### config.mk
export PLATFORM = sky130hd
export DESIGN_NAME = tone_generator
export DESIGN_NICKNAME = d
export VERILOG_FILES = /design/src/rtl/tone_pkg.sv /design/src/rtl/bcd4_to_bin.sv /design/src/rtl/tone_generator.sv
export SDC_FILE = /design/constraint.sdc
export NUM_CORES = 1
export LEC_CHECK = 0
export ABC_AREA = 1
export CORE_MARGIN = 5
export CORE_UTILIZATION = 60
export CTS_CLUSTER_DIAMETER = 80
export DETAILED_ROUTE_END_ITERATION = 16
export DONT_BUFFER_PORTS = 1
export MAX_ROUTING_LAYER = met4
export PLACE_DENSITY = 0.85
export SLEW_MARGIN = 20
export SYNTH_ARGS = -nofsm -noshare
export SYNTH_HDL_FRONTEND = slang
export SYNTH_HIERARCHICAL = 1
export SYNTH_SLANG_ARGS = --single-unit
### constraint.sdc
create_clock -name CLK100MHZ -period 4.8 [get_ports CLK100MHZ]
set_clock_uncertainty 0.15 [all_clocks]
set_input_delay 0.48 -clock CLK100MHZ [delete_from_list [all_inputs] [get_ports CLK100MHZ]]
set_output_delay 0.48 -clock CLK100MHZ [all_outputs]
set_load 0.005 [all_outputs]
### src/rtl/tone_pkg.sv
// Shared constants, load-FSM encoding and BCD helpers for the tone generator.
package tone_pkg;

    localparam int unsigned SAMPLE_DIV  = 5000;
    localparam int unsigned SAMPLE_RATE = 20000;
    localparam int unsigned HALF_RATE   = 10000;
    localparam int unsigned MIDSCALE    = 2048;
    localparam int unsigned VOL_STEP    = 127;

    localparam int unsigned DIGIT_W = 4;
    localparam int unsigned FREQ_W  = 14;
    localparam int unsigned PHASE_W = 15;
    localparam int unsigned SUM_W   = PHASE_W + 1;
    localparam int unsigned DIV_W   = 13;
    localparam int unsigned AUDIO_W = 12;

    typedef enum logic [1:0] {
        ST_IDLE  = 2'd0,
        ST_CHECK = 2'd1,
        ST_CONV  = 2'd2,
        ST_APPLY = 2'd3
    } load_state_e;

    typedef struct packed {
        logic [DIGIT_W-1:0] d3;
        logic [DIGIT_W-1:0] d2;
        logic [DIGIT_W-1:0] d1;
        logic [DIGIT_W-1:0] d0;
    } bcd_word_t;

    function automatic logic has_non_bcd(input bcd_word_t w);
        return (w.d3 > 4'd9) || (w.d2 > 4'd9) || (w.d1 > 4'd9) || (w.d0 > 4'd9);
    endfunction

endpackage

### src/rtl/bcd4_to_bin.sv
// Sequential 4-digit BCD to binary: one digit per cycle, most significant first.
module bcd4_to_bin
    import tone_pkg::*;
(
    input  logic              clk_i,
    input  logic              reset_i,
    input  logic              start_i,
    input  bcd_word_t         digits_i,
    output logic [FREQ_W-1:0] acc_o,
    output logic              done_c
);

    localparam logic [FREQ_W-1:0] TEN = FREQ_W'(10);

    logic [1:0]         cnt_q;
    logic               active_q;
    logic [FREQ_W-1:0]  acc_q;
    logic [DIGIT_W-1:0] digit_c;

    always_comb begin
        digit_c = digits_i.d0;
        case (cnt_q)
            2'd0:    digit_c = digits_i.d3;
            2'd1:    digit_c = digits_i.d2;
            2'd2:    digit_c = digits_i.d1;
            default: digit_c = digits_i.d0;
        endcase
    end

    // Asserted during the cycle whose edge performs the final step.
    assign done_c = active_q && (cnt_q == 2'd3);
    assign acc_o  = acc_q;

    always_ff @(posedge clk_i) begin
        if (reset_i) begin
            cnt_q    <= 2'd0;
            active_q <= 1'b0;
            acc_q    <= '0;
        end else if (start_i) begin
            cnt_q    <= 2'd0;
            active_q <= 1'b1;
            acc_q    <= '0;
        end else if (active_q) begin
            acc_q <= (acc_q * TEN) + FREQ_W'(digit_c);
            cnt_q <= cnt_q + 2'd1;
            if (cnt_q == 2'd3) begin
                active_q <= 1'b0;
            end
        end
    end

endmodule

### src/rtl/tone_generator.sv
// Square-wave tone generator: BCD frequency load, 20 kHz sample tick, phase accumulator.
module tone_generator
    import tone_pkg::*;
(
    input  logic               CLK100MHZ,
    input  logic               reset,
    input  logic [3:0]         dig_3,
    input  logic [3:0]         dig_2,
    input  logic [3:0]         dig_1,
    input  logic [3:0]         dig_0,
    input  logic               load,
    input  logic [3:0]         vol,
    output logic               busy,
    output logic               err,
    output logic [13:0]        freq_out,
    output logic [11:0]        audio_out,
    output logic               sample_valid
);

    load_state_e        state_q;
    logic               busy_q;
    logic               err_q;
    logic [FREQ_W-1:0]  freq_q;
    bcd_word_t          digits_q;
    logic [DIV_W-1:0]   div_q;
    logic [PHASE_W-1:0] phase_q;
    logic [AUDIO_W-1:0] audio_q;
    logic               valid_q;

    logic               conv_start_c;
    logic               conv_done_c;
    logic [FREQ_W-1:0]  conv_acc;
    logic               tick_c;
    logic [SUM_W-1:0]   phase_sum_c;
    logic [PHASE_W-1:0] phase_next_c;
    logic [AUDIO_W-1:0] vol_scaled_c;
    logic [AUDIO_W-1:0] level_hi_c;
    logic [AUDIO_W-1:0] level_lo_c;

    assign busy         = busy_q;
    assign err          = err_q;
    assign freq_out     = freq_q;
    assign audio_out    = audio_q;
    assign sample_valid = valid_q;

    assign conv_start_c = (state_q == ST_CHECK) && !has_non_bcd(digits_q);

    bcd4_to_bin u_bcd4_to_bin (
        .clk_i    (CLK100MHZ),
        .reset_i  (reset),
        .start_i  (conv_start_c),
        .digits_i (digits_q),
        .acc_o    (conv_acc),
        .done_c   (conv_done_c)
    );

    // Load FSM: capture, validate, convert, apply.
    always_ff @(posedge CLK100MHZ) begin
        if (reset) begin
            state_q  <= ST_IDLE;
            busy_q   <= 1'b0;
            err_q    <= 1'b0;
            freq_q   <= '0;
            digits_q <= '0;
        end else begin
            case (state_q)
                ST_IDLE: begin
                    if (load) begin
                        digits_q <= {dig_3, dig_2, dig_1, dig_0};
                        state_q  <= ST_CHECK;
                        busy_q   <= 1'b1;
                    end
                end
                ST_CHECK: begin
                    if (has_non_bcd(digits_q)) begin
                        err_q   <= 1'b1;
                        state_q <= ST_IDLE;
                        busy_q  <= 1'b0;
                    end else begin
                        err_q   <= 1'b0;
                        state_q <= ST_CONV;
                    end
                end
                ST_CONV: begin
                    if (conv_done_c) begin
                        state_q <= ST_APPLY;
                    end
                end
                ST_APPLY: begin
                    freq_q  <= conv_acc;
                    state_q <= ST_IDLE;
                    busy_q  <= 1'b0;
                end
                default: begin
                    state_q <= ST_IDLE;
                    busy_q  <= 1'b0;
                end
            endcase
        end
    end

    assign tick_c       = (div_q == DIV_W'(SAMPLE_DIV - 1));
    assign phase_sum_c  = SUM_W'(phase_q) + SUM_W'(freq_q);
    assign phase_next_c = (phase_sum_c >= SUM_W'(SAMPLE_RATE))
                        ? PHASE_W'(phase_sum_c - SUM_W'(SAMPLE_RATE))
                        : PHASE_W'(phase_sum_c);
    assign vol_scaled_c = AUDIO_W'(vol) * AUDIO_W'(VOL_STEP);
    assign level_hi_c   = AUDIO_W'(MIDSCALE) + vol_scaled_c;
    assign level_lo_c   = AUDIO_W'(MIDSCALE) - vol_scaled_c;

    // Sample divider, phase accumulator and DAC output; a concurrent APPLY wins over the tick.
    always_ff @(posedge CLK100MHZ) begin
        if (reset) begin
            div_q   <= '0;
            phase_q <= '0;
            audio_q <= AUDIO_W'(MIDSCALE);
            valid_q <= 1'b0;
        end else begin
            div_q   <= tick_c ? '0 : div_q + DIV_W'(1);
            valid_q <= tick_c;
            if (state_q == ST_APPLY) begin
                phase_q <= '0;
            end else if (tick_c) begin
                if (freq_q == '0) begin
                    audio_q <= AUDIO_W'(MIDSCALE);
                    phase_q <= '0;
                end else begin
                    audio_q <= (phase_next_c < PHASE_W'(HALF_RATE)) ? level_hi_c : level_lo_c;
                    phase_q <= phase_next_c;
                end
            end
        end
    end

endmodule
==> results of run 1 <==
[flip-flops by register name, indices dropped and copies added, names as in the netlist, named ones only]
register and cells:
busy 1, u_bcd4_to_bin/acc_o 14, audio_out 12, digits_q 16, phase_q 15, u_bcd4_to_bin/cnt_q 2, sample_valid 1, state_q 1
div_q 13, freq_out 14, err 1, u_bcd4_to_bin/active_q 1
[layout by cell type (no fill, tap or decap), types with 4 or more instances in the layout]
| cell | count |
|---|---|
| nor2_2 | 9 |
| nand3_2 | 6 |
| nand4_1 | 13 |
| nand2_2 | 23 |
| nor2_4 | 5 |
| nand2_1 | 255 |
| nand3b_1 | 8 |
| xor2_1 | 19 |
| dfxtp_1 | 92 |
| fa_1 | 9 |
| nand3_1 | 76 |
| nor4_1 | 6 |
| ha_1 | 56 |
| o21ai_0 | 48 |
| clkbuf_16 | 9 |
| nor2_1 | 145 |
| nand2_4 | 5 |
| nor3_1 | 9 |
| a21oi_1 | 53 |
| a31oi_1 | 5 |
| or2_2 | 5 |
| o21ai_1 | 4 |
| xnor2_1 | 13 |
| inv_1 | 123 |
| inv_2 | 7 |
[stage by stage]
stage,setup slack (ps),std cells,total power [uW]
final,1070,1177,2240
after global routing,618,1177,2390
after CTS,1060,1177,2240
after detailed placement,701,1161,1580
after global placement,772,1161,1570
after floorplan,959,1038,1450
[routing by layer]
metal / global-route usage [%] / vias to the layer above / routed length, um
met4: 8.18 / 0 / 308
met2: 41.2 / 149 / 7400
li1: - / 3310 / -
met3: 3.80 / 29 / 863
met1: 28.8 / 2916 / 6820
met5: - / - / 0
[how the worst min path moves through the flow]
stage                         from                   endpoint  slack (ps)
6_report                     reset  audio_out[0]$_SDFFE_PP0P_          50
5_1_grt                      reset  audio_out[0]$_SDFFE_PP0P_          40
4_1_cts                      reset  audio_out[0]$_SDFFE_PP0P_          50
3_5_place_dp   div_q[0]$_SDFF_PP0_        div_q[0]$_SDFF_PP0_         310
3_3_place_gp   div_q[0]$_SDFF_PP0_        div_q[0]$_SDFF_PP0_         280
2_1_floorplan  div_q[0]$_SDFF_PP0_        div_q[0]$_SDFF_PP0_         270
[cell families (layout without fill, tap and decap cells)]
family | Yosys count | after routing | synth area share, %
AOI/OAI and AO/OA | 123 | 123 | 9.65
xor gates and xnor gates | 33 | 33 | 4.33
adders and majority gates | 65 | 65 | 12.9
DFF | 92 | 92 | 26.9
buffers and inverters | 152 | 148 | 8.64
and+or+nand+nor | 573 | 573 | 37.6
[worst register-to-register path, cell delays in order, from the launching register on]
cell and delay (ps):
dfxtp_1 430, ha_1 250, inv_1 70, fa_1 400, inv_1 110, nand3_1 90
nand2_2 100, nand2_1 80, nand2_1 80, nand2_1 70, nand2_1 60, nand2_1 60
nand2_2 130, nand2_2 90, nor2_4 110, nand2_4 90, nand2_4 130, inv_2 60
nand2_1 50, nand2_1 60, nor2_1 120, nor2_1 70, nand2_2 190, nand3_2 240
nand2_1 120, nand3_1 90, a21oi_1 160
[power by group through the flow]
stage	logic, uW	clock network, uW	registers [uW]
after detailed placement	674	0	907
after CTS	679	672	891
after global routing	779	709	900
final	682	665	892
after global placement	660	0	907
after floorplan	576	0	875
[final cells by class]
| class | count | share of cell area [%] |
|---|---|---|
| flip-flops and latches | 92 | 25.5 |
| well taps | 143 | 2.48 |
| inverters | 132 | 6.87 |
| clock buffers | 11 | 3.37 |
| clock inverters | 5 | 0.503 |
| multi-input cells | 794 | 61.2 |
==> impl_metrics.tcl, run 1 <==
set metrics [dict create \
    cts.sink_count 92 \
    finish.utilization_pct 63.7 \
    crit_end "audio_out[8]$_SDFFE_PP0P_" \
    synth_edf_count 0 \
    path_depth 26 \
    crit_start "freq_out[0]$_SDFFE_PP0P_" \
    r2r_end "audio_out[8]$_SDFFE_PP0P_" \
    outcome "finished, final reports clean" \
    crit_required_ps 4920 \
    slew_viol_final 0 \
    gr-total-overflow 0 \
    dp_hpwl_um 11900 \
    clk_pin_slew_ps 70 \
    regArea_sq_um 1840 \
    numCtsBuffers 9 \
    combPwrFrac_pct 30.5 \
    post_drt_wl_per_cell_um 13.1 \
    max-vdd-ir-drop_mv 0.219 \
    hold_depth 1 \
    cts_tree "done" \
    vias 6404 \
    clk_latency_ps 340 \
    synth_most_common_cell "nand2_1" \
    grt_first_pass_wirelength_um 26000 \
    synth_cell_types 44 \
    drc 0 \
    cp_data_arrival_time_ps 3850 \
    syn_to_final_growth_pct 5.35 \
    worstRegToRegCells 26 \
    syn-cell-area_sq_um 6850 \
    worstPathMaxFanout 11 \
    drtIter0Drc 418 \
    syn_inst 1038 \
    ant_nets 0 \
    slowest_stage "dfxtp_1" \
    clock_path_buffers 2 \
    multi_input_area_sq_um 4420 \
    die_y_um 117 \
    fin_area_sq_um 7210 \
    dr.pass1.iters 6 \
    synth_top_area_share_pct 26.9 \
    path_class "reg2reg" \
    avgViaCountPerCell 5.44 \
    die_area_sq_um 13600 \
    rsz0062_at_grt "false" \
    placed_cell_area_sq_um 6930 \
    fmax_ghz 0.268 \
    hp-class "in2reg" \
    hold_violations 0 \
    synthTopCellsByArea "dfxtp_1 (27%), nand2_1 (14%), ha_1 (10%)" \
    yosysWarnings 6 \
    power.share.switching_pct 35.5 \
    p_seq_share_pct 39.8 \
    internal_power_uw 1440 \
    grt_max_degree 36 \
    maxCapViolations 0 \
    yosys-top-cells-count "nand2_1 (255), nor2_1 (145), inv_1 (123)" \
    final_nets 1117 \
    antenna_cells 0 \
    gp_congestion 0.958 \
    setup_viol 0 \
    fill_cells 1056 \
    avgSynthCellArea_sq_um 6.60 \
    p_leak_uw 0.00348 \
    die_w_um 117 \
    endpoint_kind "flop" \
    reg2reg_setup_slack_ps 1070 \
    core-area_sq_um 11300 \
    critPathBufInv 3 \
    portBuffers 0 \
    start_util_pct 60.5 \
    ctsRootBufferMaster "clkbuf_16" \
    relSlewSlack_pct 38.8 \
    grt.total_usage_pct 24.1 \
    hold_slack_ps 48.7 \
    wl_um 15400 \
    syn_nets 1126 \
    worst_pin_slew_ps 909 \
    ioPinCount 52 \
    cp_top_family "simple AND/OR/NAND/NOR gates" \
    drive_gt1_share_pct 7.83 \
    tns_ps 0 \
    r2r-start "freq_out[0]$_SDFFE_PP0P_" \
    cts.repair.resized 0 \
    synth_ff_type "dfxtp_1" \
    cpMostUsedCell "nand2_1" \
    antenna_found_initial 0 \
    async_flop_share_pct 0 \
    ys_ff_latch 92 \
    fin_crit_sh_pct 77.7 \
    post-route-min-period_ps 3730 \
    yosys.area.top_type "dfxtp_1" \
    switchingPower_uw 794 \
    ctsHoldBuffers 0 \
    cts-htree-levels 3 \
    max_stage_delay_ps 430 \
    grt_pass1_vias 5913 \
    num_rows 39 \
    pwr-share-clk_pct 29.7 \
    yosysSeqAreaShare_pct 26.9 \
    worstSetupStartpointType "flop" \
    powerDensity_nw_per_um2 310 \
    post-cts-setup-buffer-count 0 \
]
No activity file was read; power rests on OpenSTA's default activity.
==> run 2, diff against run 1 <==
Settings changed: CORE_UTILIZATION 60 to 59, PLACE_DENSITY 0.85 to 0.87.
Clock period 4.8 ns to 3.4 ns, I/O delays scaled along.
==> impl_metrics.tcl, run 2 (synthesized netlist as in run 1, its figures left out) <==
set metrics [dict create \
    finish.utilization_pct 68.3 \
    fmax_ghz 0.303 \
    worstSetupStartpointType "flop" \
    fill_cells 916 \
    cts.sink_count 92 \
    worst_pin_slew_ps 783 \
    drc 0 \
    grt_pass1_vias 6143 \
    regArea_sq_um 1850 \
    wl_um 17200 \
    cp_top_family "simple AND/OR/NAND/NOR gates" \
    ioPinCount 52 \
    hold_violations 0 \
    setup_viol 0 \
    die_w_um 118 \
    ant_nets 0 \
    cpMostUsedCell "nand2_2" \
    drtIter0Drc 518 \
    cp_data_arrival_time_ps 3420 \
    drive_gt1_share_pct 15.2 \
    clock_path_buffers 2 \
    max-vdd-ir-drop_mv 0.409 \
    p_leak_uw 0.00370 \
    die_area_sq_um 13900 \
    regMostFlops "digits_q" \
    outcome "finished, final reports clean" \
    path_class "reg2reg" \
    ctsRootBufferMaster "clkbuf_16" \
    hold_slack_ps 17.5 \
    portBuffers 0 \
    grt_first_pass_wirelength_um 28000 \
    largest_register_ffs 16 \
    endpoint_kind "flop" \
    critPathBufInv 3 \
    antenna_cells 0 \
    clk_latency_ps 340 \
    start_util_pct 60.0 \
    worstPathMaxFanout 8 \
    crit_required_ps 3520 \
    worstRegToRegCells 25 \
    syn_to_final_growth_pct 13.9 \
    hp-class "in2reg" \
    maxCapViolations 0 \
    gr-total-overflow 0 \
    gp_congestion 0.972 \
    final_nets 1155 \
    slowest_stage "fa_2" \
    post_drt_wl_per_cell_um 14.2 \
    vias 6706 \
    antenna_found_initial 0 \
    clk_pin_slew_ps 60 \
    die_y_um 118 \
    hold_depth 2 \
    final_cells 1214 \
    cts-htree-levels 3 \
    num_rows 39 \
    dr.pass1.iters 7 \
    layout_common_cells "nand2_1 (247), nor2_1 (142), inv_1 (120), dfxtp_1 (88), nand3_1 (67)" \
    path_depth 25 \
    max_stage_delay_ps 360 \
    avgViaCountPerCell 5.52 \
    fin_crit_sh_pct 97.0 \
    post-route-min-period_ps 3300 \
    dp_hpwl_um 12300 \
    grt_max_degree 21 \
    slew_viol_final 0 \
    multi_input_area_sq_um 4670 \
    top_regs "digits_q x16, phase_q x15" \
    cts_tree "done" \
    core-area_sq_um 11400 \
    grt.total_usage_pct 24.3 \
    final_common_cell "nand2_1" \
    relSlewSlack_pct 47.5 \
    numCtsBuffers 9 \
    dp.cells 1188 \
    powerDensity_nw_per_um2 445 \
]
## run 2: power by group
group	internal (uW)	total [uW]	switching (uW)
clock	679	1090	411
combinational	447	1120	676
sequential	1160	1250	95.5
total	2290	3470	1180
## run 2: through the flow
step	worst slack, ps	TNS, ps	cell area, sq um	total power [uW]
after floorplan	-37.7	-72.4	6860	2060
after global placement	-43.0	-72.2	7150	2290
after detailed placement	-135	-263	7150	2330
after CTS	40.8	0	7500	3430
after global routing	-66.8	-434	7800	3670
final	104	0	7800	3470
## run 2: what timing repair did
action	CTS	global route
setup endpoints to repair	0	11
setup buffers	0	5
resized for setup	0	51
endpoints found under the hold margin	15	0
hold buffers	2	0
## run 2: metal layers
layer | track usage, % | routed length (um) | share of wire [%]
met1 | 29.8 | 7240 | 42
met2 | 41.4 | 8500 | 49
met3 | 4.81 | 1090 | 6.3
met4 | 5.59 | 400 | 2.3
met5 | - | 0 | 0
## run 2: worst register-to-register path, delay by kind of cell, from the launching register on
kind | cells | cell delay, ps
AOI/OAI and AO/OA | 1 | 140
buffers and inverters | 3 | 300
and+or+nand+nor | 19 | 1790
DFF | 1 | 350
adders and majority gates | 2 | 490
## run 2: cell type report
| cell class | count | area share, % |
|---|---|---|
| multi-input combinational | 797 | 59.8 |
| sequential | 92 | 23.7 |
| inverter | 132 | 6.35 |
| timing repair buffer | 35 | 3.69 |
| clock buffer | 11 | 3.24 |
| tap | 143 | 2.29 |
| clock inverter | 4 | 0.930 |
## run 2: path summary, 6_finish.rpt
check	from	endpoint	slack [ps]
worst max-delay path	phase_q[0]$_SDFFE_PP0P_	audio_out[5]$_SDFFE_PP0P_	100
worst min-delay path	dig_2[3]	digits_q[11]$_SDFFE_PP0P_	20
worst max register to register	phase_q[0]$_SDFFE_PP0P_	audio_out[5]$_SDFFE_PP0P_	100
worst min register to register	div_q[0]$_SDFF_PP0_	div_q[0]$_SDFF_PP0_	330
